<file path="config.mk">
export PLATFORM = sky130hd
export DESIGN_NAME = pll_reset_sequencer
export DESIGN_NICKNAME = d
export VERILOG_FILES = /design/src/rtl/pll_reset_sequencer_pkg.sv /design/src/rtl/sync_2ff.sv /design/src/rtl/pll_reset_sequencer.sv
export SDC_FILE = /design/constraint.sdc
export NUM_CORES = 1
export LEC_CHECK = 0
export ABC_CLOCK_PERIOD_IN_PS = 2200
export CORE_UTILIZATION = 30
export CTS_CLUSTER_SIZE = 8
export DETAILED_ROUTE_END_ITERATION = 12
export PLACE_DENSITY = 0.62
export SYNTH_ARGS = -nofsm -noshare
export SYNTH_HDL_FRONTEND = slang
export SYNTH_SLANG_ARGS = --single-unit
</file>
<file path="constraint.sdc">
create_clock -name clk -period 2.2 [get_ports clk]
set_input_delay 0.44 -clock clk [delete_from_list [all_inputs] [get_ports clk]]
set_output_delay 0.44 -clock clk [all_outputs]
set_load 0.02 [all_outputs]
</file>
<file path="src/rtl/pll_reset_sequencer_pkg.sv">
// Shared definitions for the PLL reset sequencer: FSM state encoding and
// small elaboration-time helpers.
package pll_reset_sequencer_pkg;

    localparam int STATE_W = 3;

    typedef enum logic [STATE_W-1:0] {
        ST_PLL_RST   = 3'd0,
        ST_WAIT_LOCK = 3'd1,
        ST_STABLE    = 3'd2,
        ST_RELEASE   = 3'd3,
        ST_RUN       = 3'd4
    } seq_state_e;

    function automatic int max_of(input int a, input int b);
        return (a > b) ? a : b;
    endfunction

endpackage

</file>
<file path="src/rtl/sync_2ff.sv">
// Two-flop synchroniser for quasi-static signals entering the clk domain.
module sync_2ff #(
    parameter int WIDTH = 1
) (
    input  logic             clk_i,
    input  logic             rst_ni,
    input  logic [WIDTH-1:0] d_i,
    output logic [WIDTH-1:0] q_o
);

    logic [WIDTH-1:0] meta_q;
    logic [WIDTH-1:0] sync_q;

    // Metastability stage followed by the stable output stage.
    always_ff @(posedge clk_i or negedge rst_ni) begin
        if (!rst_ni) begin
            meta_q <= '0;
            sync_q <= '0;
        end else begin
            meta_q <= d_i;
            sync_q <= meta_q;
        end
    end

    assign q_o = sync_q;

endmodule

</file>
<file path="src/rtl/pll_reset_sequencer.sv">
// PLL supervisor: drives RESETB, waits for qualified lock with timeout/retry,
// releases domain resets in stages and re-sequences on filtered lock loss.
module pll_reset_sequencer
    import pll_reset_sequencer_pkg::*;
#(
    parameter int NUM_DOMAINS         = 2,
    parameter int PLL_RESET_CYCLES    = 16,
    parameter int LOCK_TIMEOUT_CYCLES = 4096,
    parameter int LOCK_STABLE_CYCLES  = 256,
    parameter int STAGE_GAP_CYCLES    = 16,
    parameter int LOSS_FILTER_CYCLES  = 4,
    parameter int CNT_W               = 8
) (
    input  logic                   clk,
    input  logic                   reset,
    input  logic                   pll_lock,
    input  logic                   force_relock,
    output logic                   pll_resetb,
    output logic [NUM_DOMAINS-1:0] domain_reset_n,
    output logic                   all_ready,
    output logic [CNT_W-1:0]       retry_count,
    output logic [CNT_W-1:0]       loss_count,
    output logic [STATE_W-1:0]     state
);

    // RELEASE also walks the shared counter, so its span sizes the counter too.
    localparam int RELEASE_CYCLES = NUM_DOMAINS * STAGE_GAP_CYCLES;
    localparam int MAX_CYCLES = max_of(max_of(max_of(PLL_RESET_CYCLES, LOCK_TIMEOUT_CYCLES),
                                              max_of(LOCK_STABLE_CYCLES, RELEASE_CYCLES)), 2);
    localparam int CYC_W  = $clog2(MAX_CYCLES);
    localparam int LOSS_W = $clog2(LOSS_FILTER_CYCLES + 1);

    localparam logic [CYC_W-1:0]  PR_LAST  = CYC_W'(PLL_RESET_CYCLES - 1);
    localparam logic [CYC_W-1:0]  LT_LAST  = CYC_W'(LOCK_TIMEOUT_CYCLES - 1);
    localparam logic [CYC_W-1:0]  LS_LAST  = CYC_W'(LOCK_STABLE_CYCLES - 1);
    localparam logic [CYC_W-1:0]  REL_LAST = CYC_W'(RELEASE_CYCLES - 1);
    localparam logic [LOSS_W-1:0] LF_LAST  = LOSS_W'(LOSS_FILTER_CYCLES - 1);
    localparam logic [CNT_W-1:0]  CNT_MAX  = {CNT_W{1'b1}};

    seq_state_e             state_q, state_d;
    logic [CYC_W-1:0]       cnt_q, cnt_d;
    logic [LOSS_W-1:0]      loss_cnt_q, loss_cnt_d;
    logic [CNT_W-1:0]       retry_q, retry_d;
    logic [CNT_W-1:0]       loss_q, loss_d;
    logic                   pll_resetb_q, pll_resetb_d;
    logic [NUM_DOMAINS-1:0] dom_q, dom_d;
    logic                   ready_q, ready_d;
    logic                   lock_s;
    logic                   loss_hit_s;
    logic [CYC_W:0]         elapsed_s;
    logic [NUM_DOMAINS-1:0] stage_mask_s;

    sync_2ff #(
        .WIDTH (1)
    ) u_lock_sync (
        .clk_i  (clk),
        .rst_ni (reset),
        .d_i    (pll_lock),
        .q_o    (lock_s)
    );

    // Next-state, counters and next output values.
    always_comb begin
        state_d      = state_q;
        retry_d      = retry_q;
        loss_d       = loss_q;
        loss_cnt_d   = '0;
        loss_hit_s   = 1'b0;
        elapsed_s    = '0;
        stage_mask_s = '0;

        if ((state_q == ST_RELEASE) || (state_q == ST_RUN)) begin
            if (!lock_s) begin
                if (loss_cnt_q == LF_LAST) begin
                    loss_hit_s = 1'b1;
                end else begin
                    loss_cnt_d = loss_cnt_q + 1'b1;
                end
            end else begin
                loss_cnt_d = '0;
            end
        end else begin
            loss_cnt_d = '0;
        end

        if (force_relock && (state_q != ST_PLL_RST)) begin
            state_d = ST_PLL_RST;
        end else if (loss_hit_s) begin
            state_d = ST_PLL_RST;
            loss_d  = (loss_q == CNT_MAX) ? loss_q : loss_q + 1'b1;
        end else begin
            case (state_q)
                ST_PLL_RST: begin
                    state_d = (cnt_q == PR_LAST) ? ST_WAIT_LOCK : ST_PLL_RST;
                end
                ST_WAIT_LOCK: begin
                    if (lock_s) begin
                        state_d = ST_STABLE;
                    end else if (cnt_q == LT_LAST) begin
                        state_d = ST_PLL_RST;
                        retry_d = (retry_q == CNT_MAX) ? retry_q : retry_q + 1'b1;
                    end else begin
                        state_d = ST_WAIT_LOCK;
                    end
                end
                ST_STABLE: begin
                    if (!lock_s) begin
                        state_d = ST_WAIT_LOCK;
                    end else if (cnt_q == LS_LAST) begin
                        state_d = ST_RELEASE;
                    end else begin
                        state_d = ST_STABLE;
                    end
                end
                ST_RELEASE: begin
                    state_d = (cnt_q == REL_LAST) ? ST_RUN : ST_RELEASE;
                end
                ST_RUN: begin
                    state_d = ST_RUN;
                end
                default: begin
                    state_d = ST_PLL_RST;
                end
            endcase
        end

        if (state_d != state_q) begin
            cnt_d      = '0;
            loss_cnt_d = '0;
        end else begin
            cnt_d = (&cnt_q) ? cnt_q : cnt_q + 1'b1;
        end

        // Cycles since the RELEASE entry edge as of the coming edge; 0 on entry.
        if ((state_q == ST_RELEASE) && (state_d == ST_RELEASE)) begin
            elapsed_s = {1'b0, cnt_q} + 1'b1;
        end else begin
            elapsed_s = '0;
        end
        for (int i = 0; i < NUM_DOMAINS; i++) begin
            stage_mask_s[i] = (int'(elapsed_s) >= i * STAGE_GAP_CYCLES);
        end

        pll_resetb_d = (state_d != ST_PLL_RST);
        ready_d      = (state_d == ST_RUN);
        case (state_d)
            ST_RELEASE: dom_d = stage_mask_s;
            ST_RUN:     dom_d = {NUM_DOMAINS{1'b1}};
            default:    dom_d = '0;
        endcase
    end

    // State, counters and registered outputs.
    always_ff @(posedge clk or negedge reset) begin
        if (!reset) begin
            state_q      <= ST_PLL_RST;
            cnt_q        <= '0;
            loss_cnt_q   <= '0;
            retry_q      <= '0;
            loss_q       <= '0;
            pll_resetb_q <= 1'b0;
            dom_q        <= '0;
            ready_q      <= 1'b0;
        end else begin
            state_q      <= state_d;
            cnt_q        <= cnt_d;
            loss_cnt_q   <= loss_cnt_d;
            retry_q      <= retry_d;
            loss_q       <= loss_d;
            pll_resetb_q <= pll_resetb_d;
            dom_q        <= dom_d;
            ready_q      <= ready_d;
        end
    end

    assign pll_resetb     = pll_resetb_q;
    assign domain_reset_n = dom_q;
    assign all_ready      = ready_q;
    assign retry_count    = retry_q;
    assign loss_count     = loss_q;
    assign state          = state_q;

endmodule

</file>
==> results of run 1 <==
==> flip-flops by register name, summed over array words and instances (netlist names) <==
register / count
pll_resetb: 1
retry_count: 8
all_ready: 1
loss_count: 8
u_lock_sync.q_o: 1
u_lock_sync.meta_q: 1
domain_reset_n: 2
state: 3
cnt_q: 12
loss_cnt_q: 3
==> metrics by stage <==
stage / area [um2] / hold WS (ns) / worst slack [ns] / setup TNS, ns
3_5_place_dp: 3040 / 0.341 / -0.0236 / -0.0236
3_3_place_gp: 3040 / 0.338 / -0.00142 / -0.00142
4_1_cts: 3160 / 0.212 / 0.0255 / 0
5_1_grt: 3230 / 0.233 / -0.0245 / -0.0487
2_1_floorplan: 2430 / 0.144 / 0.00294 / 0
6_report: 3230 / 0.176 / 0.0875 / 0
==> Yosys cell counts, drive strengths merged, types with 7 or more instances <==
library cell	number
mux2i	7
clkbuf	9
nand4	14
nand2	19
dfrtp	40
xnor2	14
nand3	19
and3	8
o211ai	9
nor2	12
o21ai	12
nor3	9
==> power breakdown <==
| part | total [mW] | internal [mW] | switching [mW] |
|---|---|---|---|
| clock | 0.628 | 0.342 | 0.286 |
| combinational | 0.0459 | 0.0164 | 0.0295 |
| sequential | 0.745 | 0.739 | 0.00642 |
==> logic make-up (layout without fill, tap and decap cells) <==
family | after synthesis | after routing | synth area share, %
mux | 12 | 12 | 5.20
fa+ha+maj | 4 | 4 | 2.06
xor+xnor | 17 | 17 | 6.12
flops | 40 | 40 | 41.2
buf+inv | 21 | 80 | 3.55
simple gates | 109 | 109 | 26.4
compound gates | 51 | 51 | 15.5
==> metal layers <==
layer / routed length, um / GRT usage (%)
met4: 150 / 6.90
met3: 352 / 2.16
met1: 2730 / 19.4
met5: 0 / 0
met2: 2920 / 24.4
==> worst min path at each step <==
stage	from	end	slack [ns]	depth (start not counted)
finish	reset	cnt_q[6]	0.18	2
global placement	u_lock_sync.meta_q	u_lock_sync.q_o	0.34	0
CTS	reset	cnt_q[6]	0.21	2
global route	reset	all_ready	0.23	2
floorplan	reset	all_ready	0.14	0
detailed placement	u_lock_sync.meta_q	u_lock_sync.q_o	0.34	0
==> cell type report <==
| type | instances | area share (%) |
|---|---|---|
| Multi-Input combinational cell | 193 | 43.1 |
| Sequential cell | 40 | 31.1 |
| Timing Repair Buffer | 66 | 17.6 |
| Tap cell | 102 | 3.95 |
| Clock buffer | 5 | 2.13 |
| Clock inverter | 3 | 1.43 |
| Inverter | 6 | 0.697 |
==> timing repair <==
item / in CTS / in global routing
resized for setup: 2 / 10
endpoints found under the setup margin: 1 / 17
pin swaps: 0 / 2
setup buffers: 0 / 3
==> metrics.md, run 1 <==
| Metric | Value |
|---|---|
| Status | `completed` |
| Clk sink count | `40` |
| Setup crit end | `cnt_q[4]` |
| Crit path launch type | `flip-flop` |
| Reg2Reg Depth | `8` |
| Post-synthesis cell type count | `55` |
| CORE AREA | `around 0.008 mm2` |
| # DRC | `0` |
| Leakage | `1.39 nW` |
| Final Power | `~1.4 mW` |
| Hold Path Class | `in -> async` |
| Worst-Margin Slew | `slightly above 0.5 ns` |
| RSZ-0062 raised after global routing | `true` |
| Die area | `0.00847 mm2` |
| Reg area | `about 0.001 mm2` |
| Rows | `32` |
| Final Skew | `about 0.0062 ns` |
| Endpoints failing setup | `0` |
| Top cell type's share of synthesized area | `41.2%` |
| Ys async rst share | `between 90% and 100%` |
| Fmax | `roughly 0.47 GHz` |
| Final core utilization | `roughly two fifths` |
| Clk buf depth | `2` |
| Initial Util | `approximately 31%` |
| CP Depth | `8` |
| Largest net degree at the start of global routing | `about 40` |
| Most frequent cells in the layout | `buf_4, dfrtp_1, clkdlybuf4s50_1` |
| Overflow after GRT | `0` |
| Number of fill cells | `~740` |
| Seq cells post-synth | `40` |
| Drt total wl | `about 6200 um` |
| Register area share after synthesis | `between 40% and 50%` |
| Gpl congestion | `between 0.8 and 0.9` |
| Die Width | `approximately 92 um` |
| CP max stage delay | `0.42 ns` |
| Share of cells above drive strength 1 | `approximately a quarter` |
| Via-per-instance ratio | `between 5 and 6` |
| Area contributors post-synth | `dfrtp_1, xnor2_1, nand3_1` |
| Slowest CP cell | `dfrtp_1` |
| Cts hold-fix bufs | `0` |
| WP data arrival | `2.33 ns` |
| Crit path capture type | `flip-flop` |
| Post-Syn Instances | `254` |
| Multi-input gate area | `roughly 0.0014 mm2` |
| Slew headroom | `between 60% and 70%` |
| Family with the most delay on the worst path | `simple AND/OR/NAND/NOR gates` |
| R2R Setup Slk | `between 0.08 and 0.09 ns` |
| Total Routing Usage GR | `between 10% and 20%` |
| Synth Flop Type | `dfrtp_1` |
| Worst path buffer plus inverter count | `2` |
| CTS tree | `yes` |
| H-tree levels | `2` |
| Io pins | `27` |
| CP Data Required Time | `2.42 ns` |
| Layout Nets | `320` |
| Power Dens Cells | `439 mW/mm2` |
| Worst path cell trace | `ha_4, nand4_4, buf_4, or3_1, o2bb2ai_1, o21bai_4, buf_12, mux2i_1` |
| Clk_lat worst skew | `roughly 0.30 ns` |
| Wirelength per Cell | `~15 um` |
| Reg2Reg Capture Point | `cnt_q[4]` |
| Clk root buf | `clkbuf_8` |
| EDFF count, synth | `0` |
| Non-Filler Instances | `approximately 420` |
| Max Cap Viol | `0` |
| Final Max Tran Viols | `0` |
| Crit-path max FO | `14` |
| DP Cell Count | `~400` |
| Post-synth top area cell | `dfrtp_1` |
| Vias | `about 2,200` |
| Avg Cell Area, Syn | `roughly 9.6 um2` |
| Drt first pass iters | `4` |
| DR iter-0 viols | `between 100 and 150` |
| Syn Nets | `between 200 and 300` |
| # diodes | `0` |
| Min Clock Period, post-route | `around 2.1 ns` |
| Antenna violations before repair | `0` |
| TritonCTS buffer count | `5` |
| Final hold violation count | `0` |
| Crit path launch | `cnt_q[1]` |
| Synth warn | `0` |
| CP Class | `reg -> reg` |
| Fin crit share | `a little over nine tenths` |
| Layout area overhead | `32.8%` |
| First-pass GRT wire length | `just over 10,000 um` |
| Detailed Place HPWL | `4280 um` |
| Final ANT Viol Nets | `0` |
| Commonest non-fill, non-tap cell in the layout | `buf_4` |
| Worst reg2reg path startpoint | `cnt_q[1]` |
| Syn Std Cell Area | `0.00243 mm2` |
| Vias in the first global route | `a little over 2,000` |
| Buffers on Ports | `26` |
| Maximum VDD drop | `approximately 0.19 mV` |
| Die Y | `92.0 um` |
| Worst-path clk slew | `0.09 ns` |
Note: power is estimated with default switching activity, not from simulation.
==> inputs of run 2 (changes only) <==
--- a/config.mk
+++ b/config.mk
@@ -6,6 +6,7 @@
 export NUM_CORES = 1
 export LEC_CHECK = 0
 export ABC_CLOCK_PERIOD_IN_PS = 2200
+export CORE_ASPECT_RATIO = 0.6
 export CORE_UTILIZATION = 30
 export CTS_CLUSTER_SIZE = 8
 export DETAILED_ROUTE_END_ITERATION = 12
==> metrics.md, run 2 (same netlist as run 1, synthesis figures left out) <==
| Metric | Value |
|---|---|
| Status | `completed (unchanged)` |
| Drt total wl | `6700 um (was 6150 um)` |
| Min Clock Period, post-route | `2.12 ns (was 2.11 ns)` |
| Layout area overhead | `39.5% (was 32.8%)` |
| Clk_lat worst skew | `0.28 ns (was 0.30 ns)` |
| Layout Nets | `327 (was 320)` |
| Detailed Place HPWL | `5050 um (was 4280 um)` |
| Vias | `2,269 (was 2,234)` |
| Clk sink count | `40 (unchanged)` |
| Power Dens Cells | `498 mW/mm2 (was 439 mW/mm2)` |
| Io pins | `27 (unchanged)` |
| Dpl ws | `0.00105 ns (was -0.0236 ns)` |
| Worst path buffer plus inverter count | `3 (was 2)` |
| CTS tree | `yes (unchanged)` |
| Final worst slack | `0.0812 ns (was 0.0875 ns)` |
| Worst hold slack | `0.0949 ns (was 0.176 ns)` |
| Antenna violations before repair | `0 (unchanged)` |
| Die Y | `71.7 um (was 92.0 um)` |
| # diodes | `0 (unchanged)` |
| Clk root buf | `clkbuf_16 (was clkbuf_8)` |
| CP Class | `reg -> reg (unchanged)` |
| Leakage | `1.47 nW (was 1.39 nW)` |
| Slew headroom | `60.9% (was 65.8%)` |
| DP Cell Count | `419 (was 404)` |
| Initial Util | `31.0% (was 31.3%)` |
| Cts hold-fix bufs | `0 (unchanged)` |
| Crit path launch type | `flip-flop (unchanged)` |
| Crit-path max FO | `10 (was 14)` |
| Die area | `0.00848 mm2 (was 0.00847 mm2)` |
| Commonest non-fill, non-tap cell in the layout | `buf_4 (unchanged)` |
| Endpoints failing setup | `0 (unchanged)` |
| CP Data Required Time | `2.41 ns (was 2.42 ns)` |
| Slowest CP cell | `dfrtp_1 (unchanged)` |
| Largest register FFs | `12 (unchanged)` |
| Most used cell, CP | `buf_4` |
| Wirelength per Cell | `15.7 um (was 14.8 um)` |
| CP max stage delay | `0.38 ns (was 0.42 ns)` |
| Worst-Margin Slew | `0.584 ns (was 0.513 ns)` |
| DR iter-0 viols | `192 (was 125)` |
| Overflow after GRT | `0 (unchanged)` |
| WP data arrival | `2.33 ns (about the same)` |
| Worst path cell trace | `buf_4, nor3_1, a31oi_2, buf_4, a31o_2, o21bai_4, buf_12, mux2i_1 (was ha_4, nand4_4, buf_4, or3_1, o2bb2ai_1, o21bai_4, buf_12, mux2i_1)` |
| Clk buf depth | `2 (unchanged)` |
| Rows | `25 (was 32)` |
| Family with the most delay on the worst path | `compound AO/OA/AOI/OAI gates (was simple AND/OR/NAND/NOR gates)` |
| Most frequent cells in the layout | `buf_4, dfrtp_1, clkdlybuf4s50_1 (unchanged)` |
| Final hold violation count | `0 (unchanged)` |
| Fin crit share | `96.3% (was 96.0%)` |
| Vias in the first global route | `2,100 (was 2,060)` |
| Buffers on Ports | `26 (unchanged)` |
| Total Routing Usage GR | `17.1% (was 14.9%)` |
| Maximum VDD drop | `0.243 mV (was 0.190 mV)` |
| Gpl congestion | `0.890 (was 0.854)` |
| Final ANT Viol Nets | `0 (unchanged)` |
| Final Skew | `0.00605 ns (was 0.00618 ns)` |
| CORE AREA | `0.00785 mm2 (was 0.00777 mm2)` |
| Final Power | `1.69 mW (was 1.42 mW)` |
| First-pass GRT wire length | `11,400 um (was 10,100 um)` |
| Die Width | `118 um (was 92.0 um)` |
| # DRC | `0 (unchanged)` |
| Worst-path clk slew | `0.06 ns (was 0.09 ns)` |
| Final Max Tran Viols | `0 (unchanged)` |
| Share of cells above drive strength 1 | `26.3% (was 23.6%)` |
| Fmax | `0.472 GHz (was 0.473 GHz)` |
| Most flops, register | `cnt_q (unchanged)` |
| Via-per-instance ratio | `5.30 (was 5.38)` |
| Drt first pass iters | `5 (was 4)` |
| H-tree levels | `2 (unchanged)` |
| Largest net degree at the start of global routing | `21 (was 41)` |
| Non-Filler Instances | `428 (was 415)` |
| Hold Path Class | `in -> async (unchanged)` |
| TritonCTS buffer count | `5 (unchanged)` |
| Max Cap Viol | `0 (unchanged)` |
| Crit path capture type | `flip-flop (unchanged)` |
run 2: cell types whose count changed in the layout (fill, tap and decap cells not counted), sizes merged:
| cell | before | now |
|---|---|---|
| buf | 41 | 48 |
| clkbuf | 5 | 7 |
| clkinvlp | 1 | 0 |
| inv | 7 | 6 |
run 2: path summary, 6_finish.rpt:
check | from | to | cells past startpoint | slack (ns)
worst max-delay path | cnt_q[5] | cnt_q[8] | 8 | 0.08
worst min-delay path | reset | retry_count[5] | 1 | 0.09
worst max register to register | cnt_q[5] | cnt_q[8] | 8 | 0.08
worst min register to register | u_lock_sync.meta_q | u_lock_sync.q_o | 0 | 0.38
max in group asynchronous | reset | cnt_q[0] | 2 | 1.57
min in group clk | u_lock_sync.meta_q | u_lock_sync.q_o | 0 | 0.38
run 2: final cells by class:
cell class | count | area (um2)
fill | 748 | 4460
multi-input combinational | 193 | 1410
sequential | 40 | 1000
timing repair buffer | 73 | 637
clock buffer | 7 | 153
tap | 108 | 135
clock inverter | 1 | 30.0
inverter | 6 | 22.5
run 2: worst reg2reg max path, delay by kind of cell (launching register included):
family	cells	cell delay, ns
AO/OA/AOI/OAI	3	0.62
AND/OR/NAND/NOR	1	0.34
multiplexers	1	0.19
buffers and inverters	3	0.50
flip-flops	1	0.38
run 2: through the flow:
| step | util [%] | TNS (ns) | cell area, um2 |
|---|---|---|---|
| 6_report | 43.2 | 0 | 3390 |
| 5_1_grt | 43.2 | -0.0139 | 3390 |
| 4_1_cts | 42.3 | -0.00303 | 3320 |
| 3_5_place_dp | 39.9 | 0 | 3130 |
| 3_3_place_gp | 39.9 | 0 | 3130 |
| 2_1_floorplan | - | 0 | 2430 |
run 2: report_power, final:
group / total [mW] / internal (mW) / switching, mW
combinational: 0.0532 / 0.0209 / 0.0323
clock: 0.887 / 0.597 / 0.290
sequential: 0.747 / 0.740 / 0.00696
total: 1.69 / 1.36 / 0.330
run 2: layer usage:
| layer | wire length (um) | global-route usage [%] |
|---|---|---|
| met1 | 3740 | 28.0 |
| met2 | 2560 | 21.4 |
| met3 | 334 | 3.50 |
| met4 | 69 | 4.56 |
| met5 | 0 | 0 |
run 2: repair_timing:
item	4_1_cts	5_1_grt
pin swaps	0	5
setup endpoints to repair	7	24
gates resized for setup	2	13
buffers inserted	0	1
